$ cat config.mk
export PLATFORM = sky130hd
export DESIGN_NAME = i2s_sample_tx
export DESIGN_NICKNAME = d
export VERILOG_FILES = /design/src/rtl/i2s_sample_tx_pkg.sv /design/src/rtl/i2s_sample_tx_sclk_gen.sv /design/src/rtl/wave_counter.sv /design/src/rtl/i2s_sample_tx.sv
export SDC_FILE = /design/constraint.sdc
export NUM_CORES = 1
export LEC_CHECK = 0
export CORE_MARGIN = 1.5
export CORE_UTILIZATION = 63
export CTS_BUF_LIST = sky130_fd_sc_hd__clkbuf_4
export CTS_CLUSTER_DIAMETER = 80
export CTS_CLUSTER_SIZE = 25
export DETAILED_ROUTE_END_ITERATION = 8
export PLACE_DENSITY = 0.86
export SYNTH_ARGS = -nofsm -noshare
export SYNTH_HDL_FRONTEND = slang
export SYNTH_SLANG_ARGS = --single-unit
$ cat constraint.sdc
create_clock -name clk_i -period 4.1 [get_ports clk_i]
set_input_delay 0.82 -clock clk_i [delete_from_list [all_inputs] [get_ports clk_i]]
set_output_delay 0.82 -clock clk_i [all_outputs]
set_load 0.01 [all_outputs]
$ cat src/rtl/i2s_sample_tx_pkg.sv
// Shared types and default geometry for the I2S sample transmitter.
// Latency: n/a (declarations only).
// Backpressure: n/a.
package i2s_pkg;

   typedef enum logic {
      IDLE = 1'b0,
      RUN  = 1'b1
   } i2s_state_e;

   localparam int unsigned WIDTH_DEF      = 12;
   localparam int unsigned SLOT_WIDTH_DEF = 16;
   localparam int unsigned SCLK_DIV_DEF   = 2;

   // Counter width for a modulus, never narrower than one bit.
   function automatic int unsigned cnt_w(input int unsigned modulus);
      return (modulus > 1) ? $clog2(modulus) : 1;
   endfunction

endpackage

$ cat src/rtl/i2s_sample_tx_sclk_gen.sv
// Bit-clock generator: divides clk into sclk and flags the falling edge.
// Latency: first sclk rise sclk_div_p cycles after run_i goes high.
// Backpressure: none; held low and re-phased whenever run_i is low.
module sclk_gen
   import i2s_pkg::*;
#(
   parameter int unsigned sclk_div_p = SCLK_DIV_DEF
) (
   input  logic clk_i,
   input  logic reset_ni,
   input  logic run_i,
   output logic sclk_o,
   output logic fall_o
);

   logic div_wrap;
   logic sclk_r;

   wave_counter #(
      .max_p (sclk_div_p)
   ) u_div (
      .clk_i    (clk_i),
      .reset_ni (reset_ni),
      .en_i     (run_i),
      .clr_i    (!run_i),
      .wrap_o   (div_wrap)
   );

   // fall_o marks the cycle whose posedge drives sclk 1->0.
   assign fall_o = div_wrap & sclk_r;
   assign sclk_o = sclk_r;

   // Toggle sclk on each divider wrap; starting low makes the first edge rising.
   always_ff @(posedge clk_i) begin
      if (!reset_ni || !run_i) begin
         sclk_r <= 1'b0;
      end else if (div_wrap) begin
         sclk_r <= ~sclk_r;
      end
   end

endmodule

$ cat src/rtl/wave_counter.sv
// Free-running modulo counter that pulses wrap on its terminal count.
// Latency: wrap is combinational from the count register.
// Backpressure: none; counts only while enabled, clear wins over enable.
module wave_counter
   import i2s_pkg::*;
#(
   parameter int unsigned max_p = 2
) (
   input  logic clk_i,
   input  logic reset_ni,
   input  logic en_i,
   input  logic clr_i,
   output logic wrap_o
);

   localparam int unsigned cnt_w_lp = cnt_w(max_p);

   logic [cnt_w_lp-1:0] cnt_r;

   assign wrap_o = en_i && (cnt_r == cnt_w_lp'(max_p - 1));

   // Count 0..max_p-1 while enabled, restart from 0 on clear or reset.
   always_ff @(posedge clk_i) begin
      if (!reset_ni || clr_i) begin
         cnt_r <= '0;
      end else if (en_i) begin
         cnt_r <= wrap_o ? '0 : cnt_r + 1'b1;
      end
   end

endmodule

$ cat src/rtl/i2s_sample_tx.sv
// I2S transmitter: one-entry sample buffer feeding a mono (L=R) serializer.
// Latency: frame starts the cycle after the first accepted sample; MSB one sclk later.
// Backpressure: ready_o low while the buffer holds a sample not yet loaded into a frame.
module i2s_sample_tx
   import i2s_pkg::*;
#(
   parameter int unsigned width_p      = WIDTH_DEF,
   parameter int unsigned slot_width_p = SLOT_WIDTH_DEF,
   parameter int unsigned sclk_div_p   = SCLK_DIV_DEF
) (
   input  logic               clk_i,
   input  logic               reset_ni,
   input  logic [width_p-1:0] data_i,
   input  logic               valid_i,
   output logic               ready_o,
   output logic               sclk_o,
   output logic               lrclk_o,
   output logic               sdata_o,
   output logic               underrun_o
);

   localparam int unsigned frame_lp = 2 * slot_width_p;
   localparam int unsigned bit_w_lp = cnt_w(frame_lp);
   localparam int unsigned pad_lp   = slot_width_p - width_p;

   i2s_state_e state_r, state_n;

   logic                    rdy_en_r;
   logic                    buf_full_r;
   logic [width_p-1:0]      buf_dat_r;
   logic [width_p-1:0]      cur_r;
   logic [slot_width_p-1:0] shift_r;
   logic [bit_w_lp-1:0]     bit_cnt_r;
   logic [bit_w_lp-1:0]     bit_cnt_nxt;
   logic                    lrclk_r;
   logic                    sdata_r;
   logic                    underrun_r;

   logic                    run;
   logic                    enter;
   logic                    fall;
   logic                    last_bit;
   logic                    mid_bit;
   logic                    frame_start;
   logic                    right_start;
   logic                    accept;
   logic                    load_buf;
   logic [slot_width_p-1:0] img_buf;
   logic [slot_width_p-1:0] img_cur;

   sclk_gen #(
      .sclk_div_p (sclk_div_p)
   ) u_sclk (
      .clk_i    (clk_i),
      .reset_ni (reset_ni),
      .run_i    (run),
      .sclk_o   (sclk_o),
      .fall_o   (fall)
   );

   // Slot images: sample in the MSBs, zero-padded LSBs (no sign extension).
   assign img_buf = slot_width_p'(buf_dat_r) << pad_lp;
   assign img_cur = slot_width_p'(cur_r) << pad_lp;

   assign last_bit    = (bit_cnt_r == bit_w_lp'(frame_lp - 1));
   assign mid_bit     = (bit_cnt_r == bit_w_lp'(slot_width_p - 1));
   assign bit_cnt_nxt = last_bit ? '0 : bit_cnt_r + 1'b1;
   assign frame_start = fall & last_bit;
   assign right_start = fall & mid_bit;

   assign ready_o  = rdy_en_r & ~buf_full_r;
   assign accept   = valid_i & ready_o;
   assign load_buf = enter | (frame_start & buf_full_r);

   assign lrclk_o    = lrclk_r;
   assign sdata_o    = sdata_r;
   assign underrun_o = underrun_r;

   // FSM state register.
   always_ff @(posedge clk_i) begin
      if (!reset_ni) begin
         state_r <= IDLE;
      end else begin
         state_r <= state_n;
      end
   end

   // FSM next state: leave IDLE once a sample is buffered, then stay in RUN.
   always_comb begin
      state_n = state_r;
      case (state_r)
         IDLE:    if (buf_full_r) state_n = RUN;
         RUN:     state_n = RUN;
         default: state_n = IDLE;
      endcase
   end

   // FSM outputs: run enables the bit clock, enter loads the first frame.
   always_comb begin
      run   = 1'b0;
      enter = 1'b0;
      case (state_r)
         IDLE:    enter = buf_full_r;
         RUN:     run   = 1'b1;
         default: ;
      endcase
   end

   // One-entry buffer; an accept takes priority over the clear from a frame load.
   always_ff @(posedge clk_i) begin
      if (!reset_ni) begin
         rdy_en_r   <= 1'b0;
         buf_full_r <= 1'b0;
         buf_dat_r  <= '0;
      end else begin
         rdy_en_r <= 1'b1;
         if (accept) begin
            buf_full_r <= 1'b1;
            buf_dat_r  <= data_i;
         end else if (load_buf) begin
            buf_full_r <= 1'b0;
         end
      end
   end

   // Frame sequencing: bit counter, word select, shift register and held sample.
   always_ff @(posedge clk_i) begin
      if (!reset_ni) begin
         cur_r     <= '0;
         shift_r   <= '0;
         bit_cnt_r <= '0;
         lrclk_r   <= 1'b0;
         sdata_r   <= 1'b0;
      end else if (enter) begin
         cur_r     <= buf_dat_r;
         shift_r   <= img_buf;
         bit_cnt_r <= '0;
         lrclk_r   <= 1'b0;
         sdata_r   <= 1'b0;
      end else if (fall) begin
         bit_cnt_r <= bit_cnt_nxt;
         lrclk_r   <= (bit_cnt_nxt >= bit_w_lp'(slot_width_p));
         // The bit leaving now is the previous slot's LSB at a slot boundary,
         // which produces the one-sclk data delay after the word-select change.
         sdata_r   <= shift_r[slot_width_p-1];
         if (frame_start) begin
            if (buf_full_r) begin
               cur_r   <= buf_dat_r;
               shift_r <= img_buf;
            end else begin
               shift_r <= img_cur;
            end
         end else if (right_start) begin
            shift_r <= img_cur;
         end else begin
            shift_r <= shift_r << 1;
         end
      end
   end

   // Underrun flag: one cycle when a frame starts with nothing buffered.
   always_ff @(posedge clk_i) begin
      if (!reset_ni) begin
         underrun_r <= 1'b0;
      end else begin
         underrun_r <= frame_start & ~buf_full_r;
      end
   end

endmodule

## Word level (Yosys, flattened, before mapping)

Cells that the tools add are included.
W data, S select, Z words.

- Equality and inequality tests: 2
- Muxes and demuxes: 18
- Bitwise gates (word level): 12
- Add/sub/neg operators: 2
- Order comparisons: 1
- Reduce and logical (&&, ||, !) cells: 10

Operator list:

| kind | count |
|---|---|
| $mux W16 | 5 |
| $mux W12 | 4 |
| $reduce_bool A2 Y1 | 4 |
| $and A1 B1 Y1 | 7 |
| $mux W1 | 7 |
| $add A5 B1 Y5 const B | 1 |
| $eq A5 B4 Y1 const B | 1 |
| $eq A5 B5 Y1 const B | 1 |
| $ge A5 B5 Y1 const B | 1 |
| $mux W5 | 1 |
| $not A1 Y1 | 4 |
| $reduce_and A3 Y1 | 1 |
| $logic_not A1 Y1 | 2 |
| $pmux W1 S2 | 1 |
| $reduce_or A2 Y1 | 1 |
| $add A1 B1 Y1 const B | 1 |
| $logic_and A1 B1 Y1 | 1 |
| $logic_or A1 B1 Y1 | 1 |
| $or A1 B1 Y1 | 1 |

- Input port bits: 15
- Flip-flop bits (word level): 53
- Logic and storage cells: 58

## Longest topological paths before layout

Gate-level depths: netlist of the first run.

- Word-level depth: 8
- Gate-level depth with buffers: 8

## Modules after synthesis

From an unflattened synthesis of the first run, not the netlist that was laid out.

- Cell total of the unflattened synthesis: 237
- Area, all modules: 2,110.8 µm²

By module, submodules not included:

| module | cells each | area each (µm²) | instances | sequential area each (µm²) |
|---|---|---|---|---|
| i2s_sample_tx | 228 | 2,015.7 | 1 | 920.9 |
| wave_counter | 4 | 48.8 | 1 | 20.0 |
| sclk_gen | 5 | 46.3 | 1 | 20.0 |

## Worst setup path after synthesis of the first run

Ideal clock, no wire load.

- Path kind: reg-to-reg
- Start point: reg bit_cnt_r[0]
- End point: reg cur_r[10]
- Clock period less this slack: 1,756 ps
- Cell stages (with the launch flop): 9
- Required time: 3,984 ps
- Arrival: 1,640 ps
- Path slack: 2,344 ps
- Setup time: 116 ps
- Path through: dfxtp_1 ha_1 and3_1 ha_1 nand3_1 a21oi_2 buf_6 mux2i_1 nor2b_1

- Longest elaborated chain between the ends: 4

RTL lines:

| element | RTL line | RTL |
|---|---|---|
| from (decl) | i2s_sample_tx.sv:33 | `logic [bit_w_lp-1:0] bit_cnt_r;` |
| from (signal assigned) | i2s_sample_tx.sv:141 | `bit_cnt_r <= bit_cnt_nxt;` |
| $eq A5 B5 Y1 | i2s_sample_tx.sv:65 | `assign last_bit = (bit_cnt_r == bit_w_lp'(frame_lp - 1));` |
| $and A1 B1 Y1 | i2s_sample_tx.sv:68 | `assign frame_start = fall & last_bit;` |
| $reduce_bool A2 Y1 (no source line) | n/a |  |
| $reduce_and A3 Y1 (no source line) | n/a |  |
| to (signal assigned) | i2s_sample_tx.sv:135 | `cur_r <= buf_dat_r;` |
| to (signal assigned) | i2s_sample_tx.sv:148 | `cur_r <= buf_dat_r;` |
| to (decl) | i2s_sample_tx.sv:31 | `logic [width_p-1:0] cur_r;` |

Every way passes these cells.
A chain may end at the register's enable or synchronous reset.

## Worst setup path in the final report of the first run

- Start point: reg buf_full_r
- End point: out ready_o

- Longest elaborated chain between the ends: 2

RTL lines:

| element | RTL line | RTL |
|---|---|---|
| from (decl) | i2s_sample_tx.sv:29 | `logic buf_full_r;` |
| from (signal assigned) | i2s_sample_tx.sv:113 | `buf_full_r <= 1'b0;` |
| from (signal assigned) | i2s_sample_tx.sv:118 | `buf_full_r <= 1'b1;` |
| from (signal assigned) | i2s_sample_tx.sv:121 | `buf_full_r <= 1'b0;` |
| $not A1 Y1 | i2s_sample_tx.sv:71 | `assign ready_o = rdy_en_r & ~buf_full_r;` |
| $and A1 B1 Y1 | i2s_sample_tx.sv:71 |  |
| to (decl) | i2s_sample_tx.sv:15 | `output logic ready_o,` |

Every way passes these cells.

==> results of run 1 <==
[kinds of logic after synthesis]
logic type	count (synthesis)
xor gates and xnor gates	4
DFF	48
muxes	13
adders and majority gates	3
and+or+nand+nor	92
AOI/OAI and AO/OA	78
buffers and inverters	21
[power by group through the flow]
stage	logic [uW]	registers [uW]	clock network (uW)
2_1_floorplan	78.8	506	0
3_3_place_gp	94.5	516	0
3_5_place_dp	96.7	517	0
4_1_cts	97.3	507	233
5_1_grt	109	511	252
6_report	98.0	508	232
[path summary, 6_finish.rpt]
path | end | slack (ps) | cells after the start
setup reg to reg | cur_r[1] | 1750 | 7
setup / recovery | ready_o | 1720 | 2
hold reg to reg | sdata_o | 460 | 2
hold / removal | sdata_o | 460 | 2
[placed cells by master, fill, tap and decap left out, types with 3 or more instances in the layout]
master	n
nor2_1	7
clkbuf_4	7
nand4_1	3
ha_1	3
o21ai_0	34
a21oi_1	5
dfxtp_1	48
a31oi_1	10
clkdlybuf4s50_1	19
nand3_1	13
nand2_1	47
a21boi_0	12
nor2b_1	12
and3_1	3
a21o_1	10
mux2i_1	12
[sequential cells by signal, indices dropped and copies added (netlist names)]
register,flops
sdata_o,1
state_r,1
rdy_en_r,1
underrun_o,1
cur_r,12
shift_r,12
u_sclk.sclk_o,1
buf_dat_r,12
buf_full_r,1
bit_cnt_r,5
u_sclk.u_div.cnt_r,1
[per-stage QoR]
step	total power, uW	cell area (um2)	cells
6_report	838	2410	314
5_1_grt	872	2410	314
4_1_cts	838	2410	314
3_5_place_dp	614	2350	306
3_3_place_gp	611	2350	306
2_1_floorplan	585	2210	259
[final cells by class]
type | instances | area share, %
Multi-Input combinational cell | 190 | 46.8
Sequential cell | 48 | 39.8
Timing Repair Buffer | 20 | 8.19
Tap cell | 46 | 2.38
Clock buffer | 7 | 2.18
Clock inverter | 1 | 0.363
Inverter | 2 | 0.311
[layer usage]
layer	vias up	GRT usage (%)	routed length (um)
met4	0	11.1	53
met3	5	4.53	266
met5	-	0	0
met2	69	37.4	2050
li1	913	-	-
met1	820	34.4	2140
[critical path: stages (launching register included)]
cell and delay (ps):
dfxtp_1 400, and2b_1 250, clkdlybuf4s50_1 550
==> results.cfg, run 1 <==
[run_status]
status = completed

[setup_path]
start_kind = register
worstPathRequired_ps = 3280
critPathCaptureType = output port
cp_max_fo = 7
worst-setup-path-type = register to output port
crit_start = buf_full_r
r2r_start = bit_cnt_r[0]
cp.arrival_ps = 1560

[timing]
fmax_ghz = 0.420
min_period_ps = 2380
rsz0062_at_grt = false
worst_slew_pin_slew_ps = 1070
fin_setup_tns_ps = 0
slew_viol_final = 0
hold_ws_ps = 461
finClkSkew_ps = 15.8
finalHoldViolations = 0
setup_ws_ps = 1720
setup_viol = 0
fin_crit_sh_pct = 58.1
slew_headroom_pct = 28.5

[global_routing]
grt_pass1_wl_um = 7620
antenna_found_initial = 0
grt_max_degree = 37
grt_usage_pct = 24.6
grt_overflow_total = 0
grt_pass1_vias = 1648

[die]
rows = 21
initial_core_util_pct = 66.1
die_y_um = 62.2
coreArea_um2 = 3340
die_x_um = 62.2
io_pins = 20
die_area_um2 = 3870

[final_layout]
diodes = 0
seqCellArea_um2 = 961
layout-drive-gt1-share_pct = 5.60
nFillCells = 276
nNetsFinal = 285
area_delta_synth_final_pct = 9.42
final_core_util_pct = 72.3
multi_input_area_um2 = 1130

[detailed_routing]
viasPerCell = 5.75
via_count = 1807
drtIter0Drc = 192
antenna_left = 0
drtPass1Iterations = 4
postRouteWirelength_um = 4510
routedWlPerCell_um = 14.4
drc_errors = 0

[synth]
synth_edf_count = 0
synth_top_family_by_area = compound AO/OA/AOI/OAI gates
syn_area_um2 = 2210
synth_area_per_cell_um2 = 8.52
synth_xor_area_share_pct = 1.59
synth_fp_nets = 277
synth_area_leaders = dfxtp_1, nand2_1, o21ai_0, mux2i_1, a21boi_0
synth-main-ff-cell = dfxtp_1
ys_seq_elements = 48
synth_top_area_cell = dfxtp_1
synth.area.mux_share_pct = 5.96
yosysSeqAreaShare_pct = 43.6
async_flop_share_pct = 0
synth-simple-area-share_pct = 20.1
yosysMostFrequentCell = dfxtp_1
synth_common_cells = dfxtp_1, nand2_1, o21ai_0, nand3_1
synth_top_area_share_pct = 43.6
synth_compound_area_share_pct = 21.8
synthCells = 259
synth_fa_ha_area_share_pct = 1.70
synth_cell_type_count = 36
yosys_warnings = 0

[clocking]
clock_path_buffers = 2
cts_setup_buffers = 0
cts-root-buf = clkbuf_4
cts_buffers = 5
cts_tree = done
post_cts_resized = 0
clk_latency_ps = 380
path_clk_slew_ps = 130
cts_hold_buf = 0
h-tree-depth = 2
cts_sinks = 48

[hold_path]
hold_start = sdata_o
hold_path_class = register to register

[power_and_ir_drop]
leakage_uw = 0.000833
sw_frac_of_total_pct = 26.4
p_comb_share_pct = 11.7
p_int_uw = 617
vdd_ir_drop_max_mv = 0.310
pwr-share-seq_pct = 60.6
p_sw_uw = 221
clock_power_share_pct = 27.7
cellPowerDensity_nw_per_um2 = 347

[placement]
io_buffers = 19
dp_worst_setup_slack_ps = 1440
dpl.hpwl_um = 2910
gp_congestion = 0.787

[job]
drv_cap = 0
Note: power is estimated with default switching activity, not from simulation.
==> inputs of run 2 (changes only) <==
--- a/config.mk
+++ b/config.mk
@@ -6,12 +6,12 @@
 export NUM_CORES = 1
 export LEC_CHECK = 0
 export CORE_MARGIN = 1.5
-export CORE_UTILIZATION = 63
+export CORE_UTILIZATION = 59
 export CTS_BUF_LIST = sky130_fd_sc_hd__clkbuf_4
 export CTS_CLUSTER_DIAMETER = 80
 export CTS_CLUSTER_SIZE = 25
 export DETAILED_ROUTE_END_ITERATION = 8
-export PLACE_DENSITY = 0.86
+export PLACE_DENSITY = 0.81
 export SYNTH_ARGS = -nofsm -noshare
 export SYNTH_HDL_FRONTEND = slang
 export SYNTH_SLANG_ARGS = --single-unit
==> constraint.sdc (replaced) <==
create_clock -name clk_i -period 2.3 [get_ports clk_i]
set_input_delay 0.46 -clock clk_i [delete_from_list [all_inputs] [get_ports clk_i]]
set_output_delay 0.46 -clock clk_i [all_outputs]
set_load 0.01 [all_outputs]
==> run 2 against run 1 <==
  * Global-route usage decreased by 0.22 points
  * Largest cell class unchanged
  * First-iteration DRC count shrank 14%
  * Clock power increased by 74%
  * Worst setup slack got worse by 1400 ps
  * Final cell count increased by 1.6%
  * Final area up 1.0%
  * Sequential cell count did not move
  * Power increased by 77%
==> results.cfg, run 2 (same netlist as run 1, synthesis figures left out) <==
[final_layout]
layout_common_cells = dfxtp_1, nand2_1, o21ai_0
seqCellArea_um2 = 961
layout-drive-gt1-share_pct = 6.64
nFillCells = 310
diodes = 0
layout_commonest_cell = dfxtp_1
finalNonFillerCells = 319
final_core_util_pct = 67.1
multi_input_area_um2 = 1130
area_delta_synth_final_pct = 10.6
top_regs = buf_dat_r (12), cur_r (12), shift_r (12)
nNetsFinal = 288

[timing]
fin_crit_sh_pct = 87.9
setup_ws_ps = 278
fmax_ghz = 0.495
min_period_ps = 2020
fin_setup_tns_ps = 0
rsz0062_at_grt = false
slew_headroom_pct = 61.5
setup_viol = 0
finalHoldViolations = 0
worst_slew_pin_slew_ps = 577
slew_viol_final = 0
finClkSkew_ps = 8.49

[detailed_routing]
drtPass1Iterations = 4
drtIter0Drc = 166
viasPerCell = 5.66
routedWlPerCell_um = 14.0
drc_errors = 0
via_count = 1807
antenna_left = 0
postRouteWirelength_um = 4480

[clocking]
post_cts_resized = 0
cts_setup_buffers = 0
cts_hold_buf = 0
clock_path_buffers = 2
cts-root-buf = clkbuf_4
h-tree-depth = 2
path_clk_slew_ps = 130
cts_sinks = 48
cts_buffers = 5
clk_latency_ps = 360
cts_tree = done

[setup_path]
cp.arrival_ps = 1560
worst-setup-path-type = register to output port
worstPathRequired_ps = 1840
critPathCaptureType = output port
cp_max_fo = 7
start_kind = register

[global_routing]
grt_pass1_wl_um = 8000
met3_usage_pct = 5.11
grt_overflow_total = 0
grt_pass1_vias = 1667
grt.busiest_layer = met2
grt_max_degree = 24
antenna_found_initial = 0
grt_usage_pct = 24.4
use_met2_pct = 36.2
grt_util_met1_pct = 35.3

[run_status]
status = completed

[die]
die_area_um2 = 4110
coreArea_um2 = 3630
die_x_um = 64.1
rows = 22
io_pins = 20
die_y_um = 64.1
initial_core_util_pct = 60.7

[job]
drv_cap = 0

[placement]
gp_congestion = 0.817
io_buffers = 19
dp_worst_setup_slack_ps = 330
dpl.hpwl_um = 3100
dp_cells = 311

[hold_path]
hold_path_class = register to register

[power_and_ir_drop]
cellPowerDensity_nw_per_um2 = 609
vdd_ir_drop_max_mv = 0.501
leakage_uw = 0.000844
==> run 2: layer usage <==
layer  routed length (um)  vias up
met2                 2070       53
li1                     -      923
met5                    0        -
met1                 2110      825
met3                  235        6
met4                   65        0
==> run 2: area by class of cell <==
type / count / share of cell area, %
Inverter: 2 / 0.308
Sequential cell: 48 / 39.4
Clock inverter: 2 / 0.667
Multi-Input combinational cell: 190 / 46.3
Tap cell: 48 / 2.46
Timing Repair Buffer: 23 / 9.03
Clock buffer: 6 / 1.85
==> run 2: per-stage QoR <==
step           hold slack [ps]  cell area, um2  total power, uW
2_1_floorplan              429            2210             1040
3_3_place_gp               443            2380             1090
3_5_place_dp               456            2380             1100
4_1_cts                    475            2440             1500
5_1_grt                    514            2440             1570
6_report                   472            2440             1490
==> run 2: where the power goes <==
group / switching (uW) / internal [uW]
clock: 270 / 134
sequential: 33.2 / 868
combinational: 92.9 / 88.2
==> run 2: path summary, 6_finish.rpt <==
| kind | startpoint | endpoint | slack, ps | cells after the start |
|---|---|---|---|---|
| setup / recovery | buf_full_r | ready_o | 280 | 2 |
| hold / removal | sdata_o | sdata_o | 470 | 2 |
| setup reg to reg | bit_cnt_r[0] | shift_r[15] | 280 | 7 |
| hold reg to reg | sdata_o | sdata_o | 470 | 2 |
==> run 2: critical path: stages (launching register included) <==
cell	delay (ps)
dfxtp_1	480
and2b_1	240
clkdlybuf4s50_1	480
==> RTL edit 1, RTL diff (settings of run 1) <==
Register the output `underrun_o` once more, without a reset; this adds one clock of latency there. The other outputs are not delayed to match.
--- a/src/rtl/i2s_sample_tx.sv
+++ b/src/rtl/i2s_sample_tx.sv
@@ -75,5 +75,7 @@
    assign lrclk_o    = lrclk_r;
    assign sdata_o    = sdata_r;
-   assign underrun_o = underrun_r;
+   always_ff @(posedge clk_i) begin
+      underrun_o <= underrun_r;
+   end
 
    // FSM state register.
Behaviour: no difference found for any inputs over 10 cycles, from zero or initial values and one cycle with reset_ni low; that may be too few to reach the edited logic, so the function may still have changed.
==> RTL edit 1 against run 1 <==
- design area grew 2.5%
- synthesized area grew 0.91%
- routed wire length shrank 2.9%
- sequential cell count grew 1
- setup slack lost 0.035 ns
- sequential power grew 2%
- die area grew 0.87%
- total power grew 15%
- first-iteration DRC count shrank 24%
==> RTL edit 1: results (changes against run 1) <==
----------------------------------------------------
[STA]
  Clock tree skew after final layout ... 0.00273 ns (-0.0131 ns)
  Slew at the pin closest to its max-slew limit ... 0.953 ns (-0.115 ns)

[Setup path]
  Register-to-register setup slack ... 1.72 ns (-0.03 ns)
  Arr. time, crit path ... 1.60 ns (+0.04 ns)
  Source of the worst register-to-register timing path ... bit_cnt_r[0]$_SDFFE_PP0P_
  Depth of the most critical reg-to-reg path ... 7 (unchanged)
  Top fanout value on the critical path ... 7 (unchanged)
  R2R Path End ... cur_r[0]$_SDFFE_PN0P_

[Global routing]
  Global routing usage summed across all routing layers ... 25.8% (+1.2 points)
  Via count of the first global-routing pass ... 1739 (+5.5%)
  Met1 track demand over resource in global routing ... 33.3% (-1.1 points)
  Antenna violations before repair ... 0 (unchanged)
  Routing usage on met2 ... 40.9% (+3.5 points)
  Met3 usage in global routing ... 6.67% (+2.1 points)
  First-pass GRT wire length ... 7890 um (+3.6%)
  Pin count of the biggest net entering global routing ... 33 (-11%)

[Outcome]
  Run status ... complete, no violations

[Detailed routing]
  Routed length per instance ... 13.9 um (-3.2%)
  Detailed-route via count ... 1845 (+2.1%)
  Iteration-0 DRC Markers ... 146 (-24%)

[Placement]
  Routability cong. ... 0.814 (+3.4%)
  Number of port buffers ... 19 (unchanged)
  Half-perimeter wire length of the detailed placement result ... 2900 um (-0.56%)

[Worst hold path]
  Number of instances on the worst hold path ... 0 (-2)
  Endpoint with the worst hold slack ... underrun_o$_DFF_P_
  Hold Crit Class ... reg -> reg
  Hold Startpoint ... underrun_r$_SDFF_PN0_

[Final layout]
  Net count of the finished layout ... 286 (+0.35%)
  Number of antenna cells inserted ... 0 (unchanged)
  Largest registers ... buf_dat_r (12), cur_r (12), shift_r (12)
  Share of layout cells above drive strength 1 ... 5.58% (-0.021 points)

[Clock tree]
  Post-CTS setup buffer count ... 0 (unchanged)
  Clock edge transition at the registers on the reported setup and hold paths ... approximately 0.14 ns
  CTS Buf Count ... 5 (unchanged)
  Clock root buffer ... clkbuf_4
  Worst-case clock buffer depth ... 2 (unchanged)
  Number of instances resized during post-cts repair ... 0 (unchanged)

[Power and ir drop]
  Leakage power total ... 0.000860 uW (+3.2%)
  Max VDD drop ... 356 uV (+15%)

[Logic synthesis]
  Synth cell count leaders ... dfxtp_1 (49), nand2_1 (47), o21ai_0 (34), nand3_1 (13)
  YS warnings ... 0 (unchanged)
  Top cells by area, synth ... dfxtp_1 (44%), nand2_1 (7.9%), o21ai_0 (7.6%)
  Top_reg_cell synth ... dfxtp_1
  Distinct cells, synth ... 36 (unchanged)
  Seq/Total Area, Yosys ... 44.1% (+0.51 points)
  Net count after synthesis ... 278 (+0.36%)
  Ys async rst share ... 0% (unchanged)

----------------------------------------------------
-- RTL edit 1: routing by layer --
| metal | share of wire (%) | up-vias |
|---|---|---|
| li1 | - | 920 |
| met1 | 48 | 863 |
| met2 | 44 | 58 |
| met3 | 6.2 | 4 |
| met4 | 1.8 | 0 |
| met5 | 0 | - |
-- RTL edit 1: cell type report --
| class | instances | area (um2) |
|---|---|---|
| flip-flops and latches | 49 | 981 |
| inverters | 2 | 7.51 |
| clock inverters | 3 | 65.1 |
| multi-input cells | 190 | 1130 |
| repair buffers | 20 | 198 |
| well taps | 46 | 57.6 |
| fillers | 285 | 888 |
| clock buffers | 5 | 37.5 |
-- RTL edit 1: how the worst max path moves through the flow --
| stage | startpoint | endpoint | slack [ns] |
|---|---|---|---|
| after CTS | buf_full_r$_SDFFE_PN0P_ | ready_o | 1.69 |
| after detailed placement | reset_ni | buf_full_r$_SDFFE_PN0P_ | 1.50 |
| after global placement | reset_ni | shift_r[11]$_SDFFE_PN0P_ | 1.58 |
| after floorplan | bit_cnt_r[0]$_SDFFE_PP0P_ | cur_r[10]$_SDFFE_PN0P_ | 2.34 |
| after global routing | bit_cnt_r[0]$_SDFFE_PP0P_ | cur_r[0]$_SDFFE_PN0P_ | 1.61 |
| final | buf_full_r$_SDFFE_PN0P_ | ready_o | 1.68 |
-- RTL edit 1: power breakdown --
| part | leakage, uW | switching, uW | internal [uW] | total (uW) |
|---|---|---|---|---|
| sequential | 0.000398 | 21.1 | 496 | 518 |
| combinational | 0.000406 | 49.7 | 47.7 | 97.5 |
| clock | 0.0000552 | 158 | 189 | 347 |
-- RTL edit 1: cell families (layout without fill, tap and decap cells) --
logic type | Yosys count | count (layout) | synth area share, %
DFF | 49 | 49 | 44.1
buffers and inverters | 21 | 30 | 5.23
AOI/OAI and AO/OA | 78 | 78 | 21.6
xor gates and xnor gates | 4 | 4 | 1.57
adders and majority gates | 3 | 3 | 1.69
muxes | 13 | 13 | 5.90
and+or+nand+nor | 92 | 92 | 20.0
-- RTL edit 1: critical path: stages, from the launching register on --
cell and delay [ns]:
dfxtp_1 0.41, and2b_1 0.27, clkdlybuf4s50_1 0.55
-- RTL edit 1: stage by stage --
stage	total power (uW)	std cells	setup WS [ns]	cell area (um2)	hold WS, ns
finish	962	315	1.68	2470	0.345
floorplan	595	260	2.34	2230	0.310
global route	999	315	1.61	2470	0.346
detailed placement	624	307	1.50	2370	0.315
CTS	961	315	1.69	2470	0.345
global placement	621	307	1.58	2370	0.312
==> RTL edit 2, RTL diff (config.mk and constraints of run 1) <==
Made on the original files. `SCLK_DIV_DEF`: 2 -> 4.
--- a/src/rtl/i2s_sample_tx_pkg.sv
+++ b/src/rtl/i2s_sample_tx_pkg.sv
@@ -11,5 +11,5 @@
    localparam int unsigned WIDTH_DEF      = 12;
    localparam int unsigned SLOT_WIDTH_DEF = 16;
-   localparam int unsigned SCLK_DIV_DEF   = 2;
+   localparam int unsigned SCLK_DIV_DEF   = 4;
 
    // Counter width for a modulus, never narrower than one bit.
Formal check against the unedited RTL: not equivalent (Yosys sat finds a counterexample within 10 cycles, from zero or initial values and one cycle with reset_ni low).
==> RTL edit 2 against run 1 <==
- setup slack gained 0.00098 ns
- largest power group unchanged
- critical path type unchanged
- count of clock-buffer cells in the layout shrank 2
- global-route usage grew 0.58 points
- sequential share of layout area grew 0.31 points
- routed wire length shrank 3.9%
- synthesized area grew 1.9%
- total power shrank 0.49%
- non-clock buffer count is the same
- sequential cell count grew 1
- design area grew 1.3%
- sequential power grew 1%
==> RTL edit 2: results (changes against run 1) <==
----------------------------------------------------
[Outcome]
  Run status ... complete, no violations

[Logic synthesis]
  YS warnings ... 0 (unchanged)
  Number of cells produced by synthesis ... 264 (+1.9%)
  Synth cell count leaders ... nand2_1 (56), dfxtp_1 (49), o21ai_0 (25), a21oi_1 (15)
  Seq/Total Area, Yosys ... 43.6% (+0.066 points)
  Net count after synthesis ... 283 (+2.2%)

[Placement]
  Post-placement setup slack ... 1.85 ns (+0.413 ns)
  DP Area ... 2390 um2 (+1.6%)
  Routability cong. ... 0.803 (+2.0%)
  Half-perimeter wire length of the detailed placement result ... 2900 um (-0.35%)
  Number of placed instances, taps included ... 310 (+1.3%)

[Detailed routing]
  First-pass detailed-route iteration total ... 7 (+3)
  Routed wire length on met2 ... 1930 um (-6.0%)
  Detail Route met3 WL ... 271 um (+1.9%)
  Total length of routed wires ... 4330 um (-3.9%)
  Iteration-0 DRC Markers ... 124 (-35%)
  Detailed-route via count ... 1836 (+1.6%)

[Global routing]
  Pin count of the biggest net entering global routing ... 45 (+22%)
  Met3 usage in global routing ... 5.95% (+1.4 points)
  Met1 track demand over resource in global routing ... 32.8% (-1.6 points)
  First-pass GRT wire length ... 7890 um (+3.5%)
  Routing usage on met2 ... 40.6% (+3.2 points)

[Power and ir drop]
  Leakage power total ... 0.000862 uW (+3.4%)
  Sequential Power Share ... 61.7% (+1.1 points)
  Clock network power ... 218 uW (-6%)

[STA]
  Slew at the pin closest to its max-slew limit ... 0.851 ns (-0.218 ns)
  Clock tree skew after final layout ... 0.0132 ns (-0.00267 ns)

[Setup path]
  R2R Path End ... shift_r[9]$_SDFFE_PN0P_
  Largest incremental delay on the critical path ... 0.57 ns (+0.02 ns)

[Worst hold path]
  Number of instances on the worst hold path ... 1 (-1)

[Final layout]
  Share of layout cells above drive strength 1 ... 6.99% (+1.4 points)
  Final Instance Count excl. Fillers ... 318 (+1.3%)

[Clock tree]
  Clk sinks ... 49 (+2.1%)

----------------------------------------------------
[RTL edit 2: area by class of cell]
type                    count  area [um2]
repair buffers             20         198
multi-input cells         192        1140
well taps                  46        57.6
clock inverters             3        17.5
clock buffers               5        37.5
inverters                   3        11.3
flip-flops and latches     49         981
fillers                   251         945
[RTL edit 2: how the worst max path moves through the flow]
stage,startpoint,endpoint,slack [ns],cells past startpoint
after CTS,buf_full_r$_SDFFE_PN0P_,ready_o,1.72,2
after global placement,bit_cnt_r[0]$_SDFFE_PP0P_,cur_r[0]$_SDFFE_PN0P_,1.92,7
after detailed placement,bit_cnt_r[0]$_SDFFE_PP0P_,cur_r[9]$_SDFFE_PN0P_,1.85,7
after global routing,bit_cnt_r[0]$_SDFFE_PP0P_,shift_r[13]$_SDFFE_PN0P_,1.46,7
final,buf_full_r$_SDFFE_PN0P_,ready_o,1.72,2
after floorplan,bit_cnt_r[0]$_SDFFE_PP0P_,cur_r[10]$_SDFFE_PN0P_,2.33,8
[RTL edit 2: metrics by stage]
| step | hold WS, ns | total power (uW) |
|---|---|---|
| 2_1_floorplan | 0.405 | 598 |
| 3_3_place_gp | 0.417 | 622 |
| 3_5_place_dp | 0.422 | 625 |
| 4_1_cts | 0.443 | 837 |
| 5_1_grt | 0.459 | 872 |
| 6_report | 0.442 | 834 |
[RTL edit 2: cell families (layout without fill, tap and decap cells)]
family                   after synthesis  after routing  share of synthesized area, %
buffers and inverters                 23             31                          5.56
XOR/XNOR                               4              4                          1.56
adder cells (fa/ha/maj)                4              4                          2.23
flip-flops                            49             49                          43.6
AND/OR/NAND/NOR                      103            103                          21.0
multiplexers                          12             12                          5.34
AO/OA/AOI/OAI                         69             69                          20.6
